==> src/rtl/downsamp_ctrl.sv <==
`default_nettype none
// ============================================================================
// Module   : downsamp_ctrl
// Purpose  : Runtime-ratio decimation controller. Keeps the first sample of
//            every group of R valid input samples, buffers kept samples in a
//            4-entry FIFO and presents them on the dsoutdata/out_en/outbusy
//            handshake. A sticky overflow flag reports dropped samples.
// Ports    : clk, rst        - system clock, synchronous active-high reset
//            enable          - 1 = RUN, 0 = IDLE
//            dataIn/in_valid - input sample stream
//            ratio/ratio_load- pending decimation ratio load (0 acts as 1)
//            dsoutdata       - FIFO head (last popped value when empty)
//            out_en          - transfer this cycle (non-empty and not busy)
//            outbusy         - consumer back-pressure, acts same cycle
//            overflow        - sticky drop flag, cleared by ratio_load
// Revision : 1.0 - initial release
// ============================================================================
module downsamp_ctrl #(
    parameter int DATA_WIDTH  = 14,
    parameter int RATIO_WIDTH = 8
) (
    input  logic                         clk,
    input  logic                         rst,
    input  logic                         enable,
    input  logic signed [DATA_WIDTH-1:0] dataIn,
    input  logic                         in_valid,
    input  logic [RATIO_WIDTH-1:0]       ratio,
    input  logic                         ratio_load,
    output logic signed [DATA_WIDTH-1:0] dsoutdata,
    output logic                         out_en,
    input  logic                         outbusy,
    output logic                         overflow
);

    localparam logic [RATIO_WIDTH-1:0] c_RATIO_ONE = {{(RATIO_WIDTH-1){1'b0}}, 1'b1};
    localparam logic [RATIO_WIDTH-1:0] c_RATIO_ZERO = '0;
    localparam logic [2:0]             c_FIFO_FULL = 3'd4;

    typedef enum logic [0:0] {
        ST_IDLE = 1'b0,
        ST_RUN  = 1'b1
    } state_t;

    state_t r_state;
    state_t w_state_nxt;

    logic [RATIO_WIDTH-1:0]       r_active_ratio;
    logic [RATIO_WIDTH-1:0]       r_pending_ratio;
    logic [RATIO_WIDTH-1:0]       r_phase;
    logic [2:0]                   r_count;
    logic [1:0]                   r_wr_ptr;
    logic [1:0]                   r_rd_ptr;
    logic signed [DATA_WIDTH-1:0] r_mem [0:3];
    logic signed [DATA_WIDTH-1:0] r_last;
    logic                         r_overflow;

    logic                         w_run;
    logic [RATIO_WIDTH-1:0]       w_ratio_sat;
    logic [RATIO_WIDTH-1:0]       w_last_phase;
    logic                         w_boundary;
    logic                         w_keep;
    logic                         w_pop;
    logic                         w_push;
    logic                         w_drop;

    // ------------------------------------------------------------------
    // State machine: the registered state, not the live enable, gates
    // pushes, so a sample arriving on the cycle enable falls is still
    // handled by whatever state was latched on the previous edge.
    // ------------------------------------------------------------------
    always_ff @(posedge clk) begin
        if (rst) begin
            r_state <= ST_IDLE;
        end else begin
            r_state <= w_state_nxt;
        end
    end

    always_comb begin
        w_state_nxt = r_state;
        if (enable) begin
            w_state_nxt = ST_RUN;
        end else begin
            w_state_nxt = ST_IDLE;
        end
    end

    assign w_run        = (r_state == ST_RUN);
    assign w_ratio_sat  = (ratio == c_RATIO_ZERO) ? c_RATIO_ONE : ratio;
    assign w_last_phase = r_active_ratio - c_RATIO_ONE;
    assign w_boundary   = w_run && in_valid && (r_phase == w_last_phase);
    assign w_keep       = w_run && in_valid && (r_phase == c_RATIO_ZERO);

    // Pop frees a slot in the same cycle, so a push into a full FIFO is
    // only a drop when no pop happens alongside it.
    assign w_pop  = out_en;
    assign w_push = w_keep && ((r_count != c_FIFO_FULL) || w_pop);
    assign w_drop = w_keep && (r_count == c_FIFO_FULL) && !w_pop;

    // ------------------------------------------------------------------
    // Ratio registers and phase counter. The active ratio only changes at
    // a group boundary (or while idle) so a group is never split.
    // ------------------------------------------------------------------
    always_ff @(posedge clk) begin
        if (rst) begin
            r_active_ratio  <= c_RATIO_ONE;
            r_pending_ratio <= c_RATIO_ONE;
            r_phase         <= c_RATIO_ZERO;
        end else begin
            if (ratio_load) begin
                r_pending_ratio <= w_ratio_sat;
            end
            if (!w_run || w_boundary) begin
                r_active_ratio <= r_pending_ratio;
            end
            if (!w_run) begin
                r_phase <= c_RATIO_ZERO;
            end else if (in_valid) begin
                r_phase <= w_boundary ? c_RATIO_ZERO : (r_phase + c_RATIO_ONE);
            end
        end
    end

    // ------------------------------------------------------------------
    // FIFO control
    // ------------------------------------------------------------------
    always_ff @(posedge clk) begin
        if (rst) begin
            r_count  <= 3'd0;
            r_wr_ptr <= 2'd0;
            r_rd_ptr <= 2'd0;
            r_last   <= '0;
        end else begin
            if (w_push) begin
                r_wr_ptr <= r_wr_ptr + 2'd1;
            end
            if (w_pop) begin
                r_rd_ptr <= r_rd_ptr + 2'd1;
                r_last   <= r_mem[r_rd_ptr];
            end
            case ({w_push, w_pop})
                2'b10:   r_count <= r_count + 3'd1;
                2'b01:   r_count <= r_count - 3'd1;
                default: r_count <= r_count;
            endcase
        end
    end

    // Storage needs no reset: a slot is never read before it is written.
    always_ff @(posedge clk) begin
        if (w_push) begin
            r_mem[r_wr_ptr] <= dataIn;
        end
    end

    // Sticky drop flag; a ratio load in the same cycle as a drop wins.
    always_ff @(posedge clk) begin
        if (rst) begin
            r_overflow <= 1'b0;
        end else if (ratio_load) begin
            r_overflow <= 1'b0;
        end else if (w_drop) begin
            r_overflow <= 1'b1;
        end
    end

    assign out_en    = (r_count != 3'd0) && !outbusy;
    // When empty, show the most recently transferred sample rather than a
    // stale slot of the storage array.
    assign dsoutdata = (r_count != 3'd0) ? r_mem[r_rd_ptr] : r_last;
    assign overflow  = r_overflow;

endmodule
`default_nettype wire
==> config.mk <==
export PLATFORM = sky130hd
export DESIGN_NAME = downsamp_ctrl
export DESIGN_NICKNAME = d
export VERILOG_FILES = /design/src/rtl/downsamp_ctrl.sv
export SDC_FILE = /design/constraint.sdc
export NUM_CORES = 1
export LEC_CHECK = 0
export CORE_MARGIN = 1
export CORE_UTILIZATION = 35
export CTS_CLUSTER_DIAMETER = 40
export DETAILED_ROUTE_END_ITERATION = 16
export GPL_TIMING_DRIVEN = 1
export MAX_ROUTING_LAYER = met4
export PLACE_DENSITY = 0.57
export SETUP_SLACK_MARGIN = 0.5
export SLEW_MARGIN = 25
export SYNTH_ARGS = -nofsm -noshare
export SYNTH_HDL_FRONTEND = slang
export SYNTH_SLANG_ARGS = --single-unit
==> constraint.sdc <==
create_clock -name clk -period 2.5 [get_ports clk]
set_input_delay 0.5 -clock clk [delete_from_list [all_inputs] [get_ports clk]]
set_output_delay 0.5 -clock clk [all_outputs]
set_load 0.01 [all_outputs]
# After elaboration in Yosys (flattened, before gate mapping)
# Memory sizes are Yosys's and may differ from the RTL's. A register that Yosys moved wholly into a read port is not among the register bits.
# Index checks and enable logic that the tools add are counted.
[totals]
register_bits = 47
output_inout_bits = 16
in_bits = 28
memories = 1
wordCells = 49
ramBits = 56
[op_classes]
n_eq_ne = 5
add_sub_neg = 6
muxes = 9
n_reduce_logical = 18
n_bitwise = 1
[memory_table]
columns = ["memory", "depth", "word_bits", "rd", "rd_clocked_by_memory_dff", "wr", "line_no", "rtl"]
rows = [
  ["r_mem", 4, 14, 1, 1, 1, "53", "logic signed [DATA_WIDTH-1:0] r_mem [0:3];"],
]
[op_table]
columns = ["cell", "count"]
rows = [
  ["8-bit zero test", 2],
  ["8-bit two-way mux", 2],
  ["14-bit two-way mux", 1],
  ["8-bit by 1-bit adder with 8-bit output (second input constant)", 1],
  ["8-bit equality test", 1],
  ["8-bit by 1-bit subtractor with 8-bit output (second input constant)", 1],
  ["1-bit logical AND", 7],
  ["3-bit case mux with 2 select lines", 1],
  ["2-bit by 1-bit adder with 2-bit output (second input constant)", 2],
  ["2-bit two-way mux", 2],
  ["2-bit OR reduction", 2],
  ["3-bit by 1-bit adder with 3-bit output (second input constant)", 1],
  ["3-bit equality test (second input constant)", 1],
  ["1-bit zero test", 3],
  ["1-bit two-way mux", 3],
  ["3-bit inequality test (second input constant)", 1],
  ["3-bit nonzero test", 1],
  ["3-bit by 1-bit subtractor with 3-bit output (second input constant)", 1],
  ["2-bit by 1-bit equality test with 1-bit output (second input constant)", 1],
  ["2-bit equality test (second input constant)", 1],
  ["1-bit logical OR", 2],
  ["2-bit nonzero test", 1],
  ["1-bit NOT", 1],
]

# Longest topological paths before layout
# Gate-level depths: netlist of the first run.
[logic_depth]
word_depth = 6
mapped_depth = 10
ltp_nobuf = 9

# Worst setup path after synthesis of the first run
# OpenSTA, ideal clock, no wires.
[synth_path]
path_kind = "input port to flip-flop"
startpoint = "input outbusy"
endpoint = "register r_count[2]"
path_stages = 9
n_path_buf = 2
setup_time_ns = 0.059
slack_ns = 0.071
required_ns = 2.441
t_arrival_ns = 2.371
path_cell_list = "or2_2 > buf_2 > inv_2 > buf_1 > nand2_1 > fa_1 > nand3b_1 > a211o_1 > nand2_1"
[synth_between]
elab_chain_len = 6
word_cells_on_any_way = 8
cone_classes = "2 x eq/ne; 1 x mux; 5 x reduce/logical"
[synth_lines]
columns = ["element", "line_no", "rtl"]
rows = [
  ["from (decl)", "31", "input logic outbusy,"],
  ["1-bit zero test (*)", "167", "assign out_en = (r_count != 3'd0) && !outbusy;"],
  ["1-bit logical AND (*)", "167", ""],
  ["named net out_en", "30", "output logic out_en,"],
  ["1-bit logical OR", "97", "assign w_push = w_keep && ((r_count != c_FIFO_FULL) || w_pop);"],
  ["1-bit logical AND", "97", ""],
  ["2-bit by 1-bit equality test with 1-bit output or 2-bit equality test (tied branches)", "141", "case ({w_push, w_pop})"],
  ["3-bit case mux with 2 select lines or 2-bit nonzero test (tied branches)", "n/a", ""],
  ["to (signal assigned)", "142", "2'b10: r_count <= r_count + 3'd1;"],
  ["to (signal assigned)", "143", "2'b01: r_count <= r_count - 3'd1;"],
  ["to (signal assigned)", "144", "default: r_count <= r_count;"],
  ["to (decl)", "50", "logic [2:0] r_count;"],
]
# Mark *: on every way through the listed nets, which the timed path passes. The rest lies on a longest branch.
# A chain may end at the register's enable or synchronous reset.

==> flow_metrics.env, run 1 <==
export IMPL_status="completed"
export IMPL_core_um2=12700
export IMPL_track_usage_pct=17.1
export IMPL_final_util_pct=48.1
export IMPL_ant_nets=0
export IMPL_synth_async_reset_ratio_pct=0
export IMPL_drive_above_1_share_pct=30.7
export IMPL_n_fill_cell=1146
export IMPL_fin_crit_ns=2.38
export IMPL_hp_class="reg -> reg"
export IMPL_fin_skew_ns=0.00640
export IMPL_required_ns=2.00
export IMPL_synth_largest_area_cell="edfxtp_1"
export IMPL_syn_to_final_growth_pct=32.9
export IMPL_grt_pass1_vias=3004
export IMPL_post_drt_wl_per_cell_um=16.8
export IMPL_cp_max_fo=7
export IMPL_numCtsBuffers=9
export IMPL_grt_overflow_total=0
export IMPL_p_per_area_nw_per_um2=944
export IMPL_die_w_um=117
export IMPL_r2r_start="r_active_ratio[1]"
export IMPL_vias=3142
export IMPL_io_buffers=43
export IMPL_antenna_found_initial=0
export IMPL_clk_path_buf_depth=2
export IMPL_place_inst=582
export IMPL_clk_latency_ns=0.35
export IMPL_endpoint_kind="output port"
export IMPL_cts_root_buf="clkbuf_16"
export IMPL_h_tree_depth=3
export IMPL_drv_cap=0
export IMPL_fmax_mhz=420
export IMPL_hold_viol_final=0
export IMPL_row_count=41
export IMPL_ioPinCount=44
export IMPL_worstMarginPinSlew_ns=0.522
export IMPL_ys_dominant_reg_cell="edfxtp_1"
export IMPL_drt_vias_per_instance=5.08
export IMPL_cts_tree="done"
export IMPL_synth_edff_count=56
export IMPL_path_clk_slew_ns=0.07
export IMPL_report_final_slew_viol_count=0
export IMPL_synth_most_common_cell="edfxtp_1"
export IMPL_synth_top_area_share_pct=36.6
export IMPL_synth_cell_types=48
export IMPL_hold_path_startpoint="r_last[8]"
export IMPL_min_period_over_period_pct=95.2
export IMPL_crit_arrival_ns=1.88
export IMPL_power_mw=5.77
export IMPL_nNetsFinal=477
export IMPL_firstDrtPassIters=4
export IMPL_synth_area_leaders="edfxtp_1 (37%), dfxtp_1 (21%), mux4_2 (6.9%)"
export IMPL_synth_nets=405
export IMPL_clock_sinks=105
export IMPL_finalSetupViolations=0
export IMPL_grt_max_degree=39
export IMPL_diodes=0
export IMPL_final_cell_count_no_fill=618
export IMPL_ys_warn_count=0
export IMPL_synth_commonest_cells="edfxtp_1 (56), dfxtp_1 (49), nand2_1 (42), nor2_1 (24), a21oi_1 (16)"
export IMPL_routed_wl_mm=10.4
export IMPL_start_util_pct=36.2
export IMPL_start_kind="register"
export IMPL_leakage_nw=2.22
export IMPL_synth_seq_cells=105
export IMPL_routabilityCongestion=0.748
export IMPL_drt_iter0_drc=217
export IMPL_hold_buffers=0
export IMPL_grt_pass1_wl_mm=16.4
export IMPL_max_slew_margin_pct=65.1
export IMPL_peakVddDrop_mv=0.635
export IMPL_crit_type="reg -> out"
export IMPL_grt_setup_unrepaired="true"
export IMPL_die_y_um=117
export IMPL_dieArea_um2=13600
export IMPL_syn_inst=369
export IMPL_syn_area_um2=4600
export IMPL_syn_area_per_cell_um2=12.5
export IMPL_place_hpwl_mm=6.36
export IMPL_ys_seq_area_share_pct=57.9
export IMPL_drc_errors=0
-- cell families after synthesis --
kind of cell    after synthesis  share of synthesized area [%]
compound gates               52                           8.27
xor+xnor                     19                           3.62
fa+ha+maj                     8                           2.34
buf+inv                      30                           2.61
flops                       105                           57.9
mux                          37                           12.3
simple gates                118                           13.0
-- final cells by class --
class                      count  area, um^2  area share (%)
clock buffer                  12         246            4.03
tap                          172         215            3.52
sequential                   105        2680            43.8
inverter                      10        50.0           0.818
multi-input combinational    237        2050            33.6
clock inverter                 4        58.8           0.962
timing repair buffer          78         813            13.3
-- final timing paths --
| path | endpoint | slack, ns | cells past startpoint |
|---|---|---|---|
| min | r_last[8] | 0.46 | 2 |
| max | dsoutdata[4] | 0.12 | 5 |
| min reg2reg | r_last[8] | 0.46 | 2 |
| max reg2reg | r_active_ratio[0] | 0.36 | 7 |
-- state kept, by name (all words and copies together) (netlist names), named ones only --
signal and flops:
r_phase 8, r_pending_ratio 8, r_rd_ptr 2, r_state 1, overflow 1, r_active_ratio 8
r_mem 56, r_wr_ptr 2, r_count 3, r_last 14
-- layer usage --
metal / wire length, um / share of wire [%] / vias up / global-route usage [%]
met5: 0 / 0 / - / -
met2: 4820 / 46 / 74 / 24.8
met1: 4920 / 47 / 1545 / 23.4
met4: 123 / 1.2 / 0 / 5.57
met3: 513 / 4.9 / 13 / 4.15
li1: - / - / 1510 / -
-- report_power, final --
part / internal [mW] / switching [mW] / leakage, nW
combinational: 1.28 / 0.978 / 1.16
sequential: 1.96 / 0.114 / 0.908
clock: 0.819 / 0.625 / 0.150
-- per-stage QoR --
step / hold WS (ns) / worst slack, ns / TNS, ns / instance area [um^2]
after detailed placement: 0.447 / -0.0495 / -0.0561 / 5380
after floorplan: 0.433 / 0.465 / 0 / 4690
after global routing: 0.481 / 0.0522 / 0 / 6110
after CTS: 0.461 / 0.0988 / 0 / 5990
after global placement: 0.439 / -0.0134 / -0.0134 / 5380
final: 0.458 / 0.121 / 0 / 6110
-- cells in the final DEF (no fill, tap or decap), types with 9 or more instances in the layout --
| cell type | n |
|---|---|
| xnor2_1 | 9 |
| nor2b_1 | 12 |
| xor2_1 | 10 |
| buf_4 | 26 |
| a21oi_1 | 16 |
| mux2_4 | 13 |
| dfxtp_1 | 45 |
| edfxtp_1 | 56 |
| clkdlybuf4s50_1 | 27 |
| nand2_1 | 41 |
| nor2_1 | 19 |
| buf_6 | 16 |
| clkbuf_16 | 9 |
| mux4_2 | 14 |
-- repair_timing --
item | CTS | global route
pin swaps | 14 | 11
buffers inserted | 8 | 7
setup endpoints to repair | 89 | 75
cloned | 5 | 0
resized for setup | 118 | 17
-- critical path: stages, from the launching register on --
cell and delay (ns):
dfxtp_4 0.37, buf_6 0.10, buf_12 0.13, mux4_2 0.51
mux2_4 0.30, buf_6 0.12
(Power assumes the default switching activity.)
==> run 2, diff against run 1 <==
--- a/config.mk
+++ b/config.mk
@@ -13,6 +13,7 @@
 export MAX_ROUTING_LAYER = met4
 export PLACE_DENSITY = 0.57
 export SETUP_SLACK_MARGIN = 0.5
+export SKIP_CTS_REPAIR_TIMING = 1
 export SLEW_MARGIN = 25
 export SYNTH_ARGS = -nofsm -noshare
 export SYNTH_HDL_FRONTEND = slang
==> flow_metrics.env, run 2 (synthesis results as in run 1) <==
export IMPL_status="completed"
export IMPL_track_usage_pct=15.8
export IMPL_firstDrtPassIters=4
export IMPL_drc_errors=0
export IMPL_dpl_cell_area_um2=5380
export IMPL_cts_root_buf="clkbuf_16"
export IMPL_n_fill_cell=1165
export IMPL_drt_vias_per_instance=5.05
export IMPL_crit_type="reg -> out"
export IMPL_worstMarginPinSlew_ns=0.526
export IMPL_die_w_um=117
export IMPL_use_met2_pct=23.7
export IMPL_numCtsBuffers=9
export IMPL_met1_usage_pct=20.6
export IMPL_r2r_start="r_active_ratio[1]"
export IMPL_row_count=41
export IMPL_cts_tree="done"
export IMPL_hp_class="reg -> reg"
export IMPL_grtUsageMet3_pct=4.10
export IMPL_ant_nets=0
export IMPL_ioPinCount=44
export IMPL_dieArea_um2=13600
export IMPL_power_mw=5.52
export IMPL_grt_pass1_wl_mm=15.2
export IMPL_grt_pass1_vias=2911
export IMPL_ff2ff_setup_slack_ns=0.33
export IMPL_clock_sinks=105
export IMPL_antenna_found_initial=0
export IMPL_largest_registers="r_mem (56), r_last (14)"
export IMPL_leakage_nw=2.13
export IMPL_largest_register_ffs=56
export IMPL_cp_max_fo=7
export IMPL_start_util_pct=36.2
export IMPL_p_per_area_nw_per_um2=931
export IMPL_clk_latency_ns=0.35
export IMPL_finalSetupViolations=0
export IMPL_endpoint_kind="output port"
export IMPL_grt_max_degree=39
export IMPL_diodes=0
export IMPL_grt_overflow_total=0
export IMPL_place_hpwl_mm=6.36
export IMPL_fin_ws_ns=0.177
export IMPL_crit_arrival_ns=1.82
export IMPL_die_y_um=117
export IMPL_report_final_slew_viol_count=0
export IMPL_max_slew_margin_pct=64.8
export IMPL_r2r_end="r_phase[2]"
export IMPL_fin_crit_ns=2.32
export IMPL_drt_iter0_drc=182
export IMPL_hold_viol_final=0
export IMPL_final_area_um2=5930
export IMPL_start_kind="register"
export IMPL_endpoint="dsoutdata[0]"
export IMPL_largest_register="r_mem"
export IMPL_fmax_mhz=430
export IMPL_required_ns=2.00
export IMPL_min_period_over_period_pct=92.9
export IMPL_layout_common_cells="edfxtp_1 (56), dfxtp_1 (43), nand2_1 (41)"
export IMPL_drive_above_1_share_pct=28.5
export IMPL_clk_path_buf_depth=2
export IMPL_fin_skew_ns=0.00635
export IMPL_hold_path_startpoint="r_last[8]"
export IMPL_hold_depth=2
export IMPL_routed_wl_mm=10.0
export IMPL_drv_cap=0
export IMPL_top_usage_layer="met2"
export IMPL_syn_to_final_growth_pct=28.8
export IMPL_core_um2=12700
export IMPL_h_tree_depth=3
export IMPL_place_ws_ns=-0.0495
export IMPL_routabilityCongestion=0.748
export IMPL_worst_r2r_cell_count=8
export IMPL_post_drt_wl_per_cell_um=16.4
export IMPL_grt_setup_unrepaired="true"
export IMPL_io_buffers=43
export IMPL_peakVddDrop_mv=0.513
export IMPL_nNetsFinal=469
export IMPL_vias=3081
export IMPL_layout_commonest_cell="edfxtp_1"
export IMPL_path_clk_slew_ns=0.07
==> run 2: changes by cell type in the layout (fill, tap and decap cells not counted), moves of 5 or more <==
| cell | previous run | this run |
|---|---|---|
| buf_6 | 16 | 7 |
| clkbuf_2 | 0 | 9 |
| mux2_2 | 2 | 9 |
| mux2_4 | 13 | 6 |
| nor2_1 | 19 | 24 |
| nor2_2 | 5 | 0 |
==> run 2: stage by stage <==
| step | hold WS, ns | TNS (ns) | util (%) | std cells |
|---|---|---|---|---|
| finish | 0.453 | 0 | 46.6 | 610 |
| global route | 0.478 | 0 | 46.6 | 610 |
| detailed placement | 0.447 | -0.0561 | 42.3 | 582 |
| global placement | 0.439 | -0.0134 | 42.3 | 582 |
| CTS | 0.457 | -3.06 | 44.7 | 598 |
| floorplan | 0.433 | 0 | - | 369 |
==> run 2: how the worst min path moves through the flow <==
| stage | to | slack (ns) |
|---|---|---|
| final | r_last[8] | 0.45 |
| after global routing | r_last[12] | 0.48 |
| after CTS | r_last[8] | 0.46 |
| after detailed placement | r_last[8] | 0.45 |
| after global placement | r_last[11] | 0.44 |
| after floorplan | r_last[0] | 0.43 |
==> run 2: final cells by class <==
class / count / area [um^2] / area share (%)
well taps: 172 / 215 / 3.63
clock buffers: 12 / 246 / 4.16
repair buffers: 72 / 684 / 11.5
multi-input cells: 235 / 1990 / 33.6
inverters: 10 / 50.0 / 0.845
flip-flops and latches: 105 / 2680 / 45.2
clock inverters: 4 / 58.8 / 0.992
==> run 2: layer usage <==
| metal | up-vias | wire length (um) |
|---|---|---|
| met3 | 12 | 485 |
| met5 | - | 0 |
| li1 | 1490 | - |
| met4 | 0 | 144 |
| met2 | 64 | 4750 |
| met1 | 1515 | 4660 |
==> run 2: report_power, final <==
group	total [mW]	internal (mW)	switching, mW	leakage [nW]
Sequential	2.09	1.96	0.122	0.908
Combinational	1.98	1.06	0.925	1.07
Clock	1.45	0.819	0.626	0.150
Total	5.52	3.84	1.67	2.13
==> run 2: critical path, cell delays in order, from the launching register on <==
cell and delay [ns]:
dfxtp_4 0.37, clkbuf_16 0.17, mux4_2 0.51, mux2_4 0.30, buf_6 0.12
==> run 3, diff against run 2 <==
==> constraint.sdc (replaced) <==
create_clock -name clk -period 2.5 [get_ports clk]
set_input_delay 0.5 -clock clk [delete_from_list [all_inputs] [get_ports clk]]
set_output_delay 0.5 -clock clk [all_outputs]
set_load 0.1 [all_outputs]
==> flow_metrics.env, run 3 (synthesis results as in run 1) <==
export IMPL_die_w_um=117
export IMPL_fin_skew_ns=0.00893
export IMPL_firstDrtPassIters=4
export IMPL_start_util_pct=36.2
export IMPL_grt_pass1_wl_mm=15.7
export IMPL_max_slew_margin_pct=64.7
export IMPL_syn_to_final_growth_pct=32.8
export IMPL_routed_wl_mm=9.91
export IMPL_power_mw=7.66
export IMPL_fmax_mhz=418
export IMPL_drive_above_1_share_pct=27.9
export IMPL_drt_iter0_drc=140
export IMPL_fin_crit_ns=2.39
export IMPL_n_fill_cell=1188
export IMPL_drt_vias_per_instance=5.00
export IMPL_leakage_nw=2.21
export IMPL_path_clk_slew_ns=0.08
export IMPL_die_y_um=117
export IMPL_diodes=0
export IMPL_grt_setup_unrepaired="true"
export IMPL_start_kind="register"
export IMPL_min_period_over_period_pct=95.8
export IMPL_endpoint_kind="output port"
export IMPL_numCtsBuffers=9
export IMPL_required_ns=2.00
export IMPL_place_ws_ns=-0.0647
export IMPL_antenna_found_initial=0
export IMPL_cts_tree="done"
export IMPL_status="completed"
export IMPL_grtUsageMet3_pct=3.74
export IMPL_hp_class="reg -> reg"
export IMPL_largest_registers="r_mem (56), r_last (14)"
export IMPL_place_hpwl_mm=6.56
export IMPL_track_usage_pct=16.3
export IMPL_h_tree_depth=3
export IMPL_ff2ff_setup_slack_ns=0.31
export IMPL_routabilityCongestion=0.795
export IMPL_largest_register_ffs=56
export IMPL_cts_root_buf="clkbuf_16"
export IMPL_row_count=41
export IMPL_core_um2=12700
export IMPL_grt_pass1_vias=3037
export IMPL_nNetsFinal=465
export IMPL_met1_usage_pct=19.4
export IMPL_io_buffers=43
export IMPL_vias=3027
export IMPL_use_met2_pct=26.9
export IMPL_p_per_area_nw_per_um2=1250
export IMPL_grt_max_degree=40
export IMPL_layout_commonest_cell="edfxtp_1"
export IMPL_drc_errors=0
export IMPL_top_usage_layer="met2"
export IMPL_grt_overflow_total=0
export IMPL_cp_max_fo=7
export IMPL_hold_viol_final=0
export IMPL_dieArea_um2=13600
export IMPL_crit_arrival_ns=1.89
export IMPL_clk_path_buf_depth=2
export IMPL_dpl_cell_area_um2=5540
export IMPL_ant_nets=0
export IMPL_clk_latency_ns=0.36
export IMPL_worstMarginPinSlew_ns=0.527
export IMPL_fin_ws_ns=0.106
export IMPL_crit_type="reg -> out"
export IMPL_drv_cap=0
export IMPL_post_drt_wl_per_cell_um=16.4
export IMPL_report_final_slew_viol_count=0
export IMPL_ioPinCount=44
export IMPL_clock_sinks=105
export IMPL_layout_common_cells="edfxtp_1 (56), dfxtp_1 (42), nand2_1 (41)"
export IMPL_final_area_um2=6110
export IMPL_finalSetupViolations=0
export IMPL_largest_register="r_mem"
export IMPL_peakVddDrop_mv=0.852
-- run 3: critical path, stage by stage, from the launching register on --
cell	delay, ns
dfxtp_4	0.38
clkbuf_16	0.17
mux4_2	0.51
mux2_4	0.31
buf_12	0.17
-- run 3: through the flow --
stage | hold WS [ns] | TNS, ns | cells | util, %
floorplan | 0.433 | 0 | 369 | -
global placement | 0.440 | -0.0486 | 579 | 43.5
detailed placement | 0.449 | -0.154 | 579 | 43.5
CTS | 0.459 | 0 | 595 | 46.1
global route | 0.475 | 0 | 606 | 48.0
finish | 0.458 | 0 | 606 | 48.0
-- run 3: worst paths after layout --
kind | depth (start not counted) | endpoint | start
hold / removal | 2 | r_last[10] | r_last[10]
hold reg to reg | 2 | r_last[10] | r_last[10]
setup / recovery | 4 | dsoutdata[7] | register
setup reg to reg | 9 | r_active_ratio[2] | r_active_ratio[1]
-- run 3: per-layer routing --
layer | up-vias | wire length [um]
met5 | - | 0
met3 | 10 | 444
li1 | 1473 | -
met4 | 0 | 123
met2 | 52 | 4940
met1 | 1492 | 4400
-- run 3: cell type report --
type | count | area (um^2) | area share [%]
clock buffer | 9 | 225 | 3.69
clock inverter | 7 | 96.3 | 1.58
inverter | 10 | 47.5 | 0.778
multi-input combinational | 234 | 1990 | 32.6
sequential | 105 | 2690 | 44.0
tap | 172 | 215 | 3.52
timing repair buffer | 69 | 845 | 13.8
-- run 3: power by group --
group	switching, mW	internal (mW)	leakage (nW)	total, mW
Combinational	2.39	1.67	1.15	4.06
Clock	0.698	0.810	0.155	1.51
Sequential	0.113	1.97	0.910	2.09
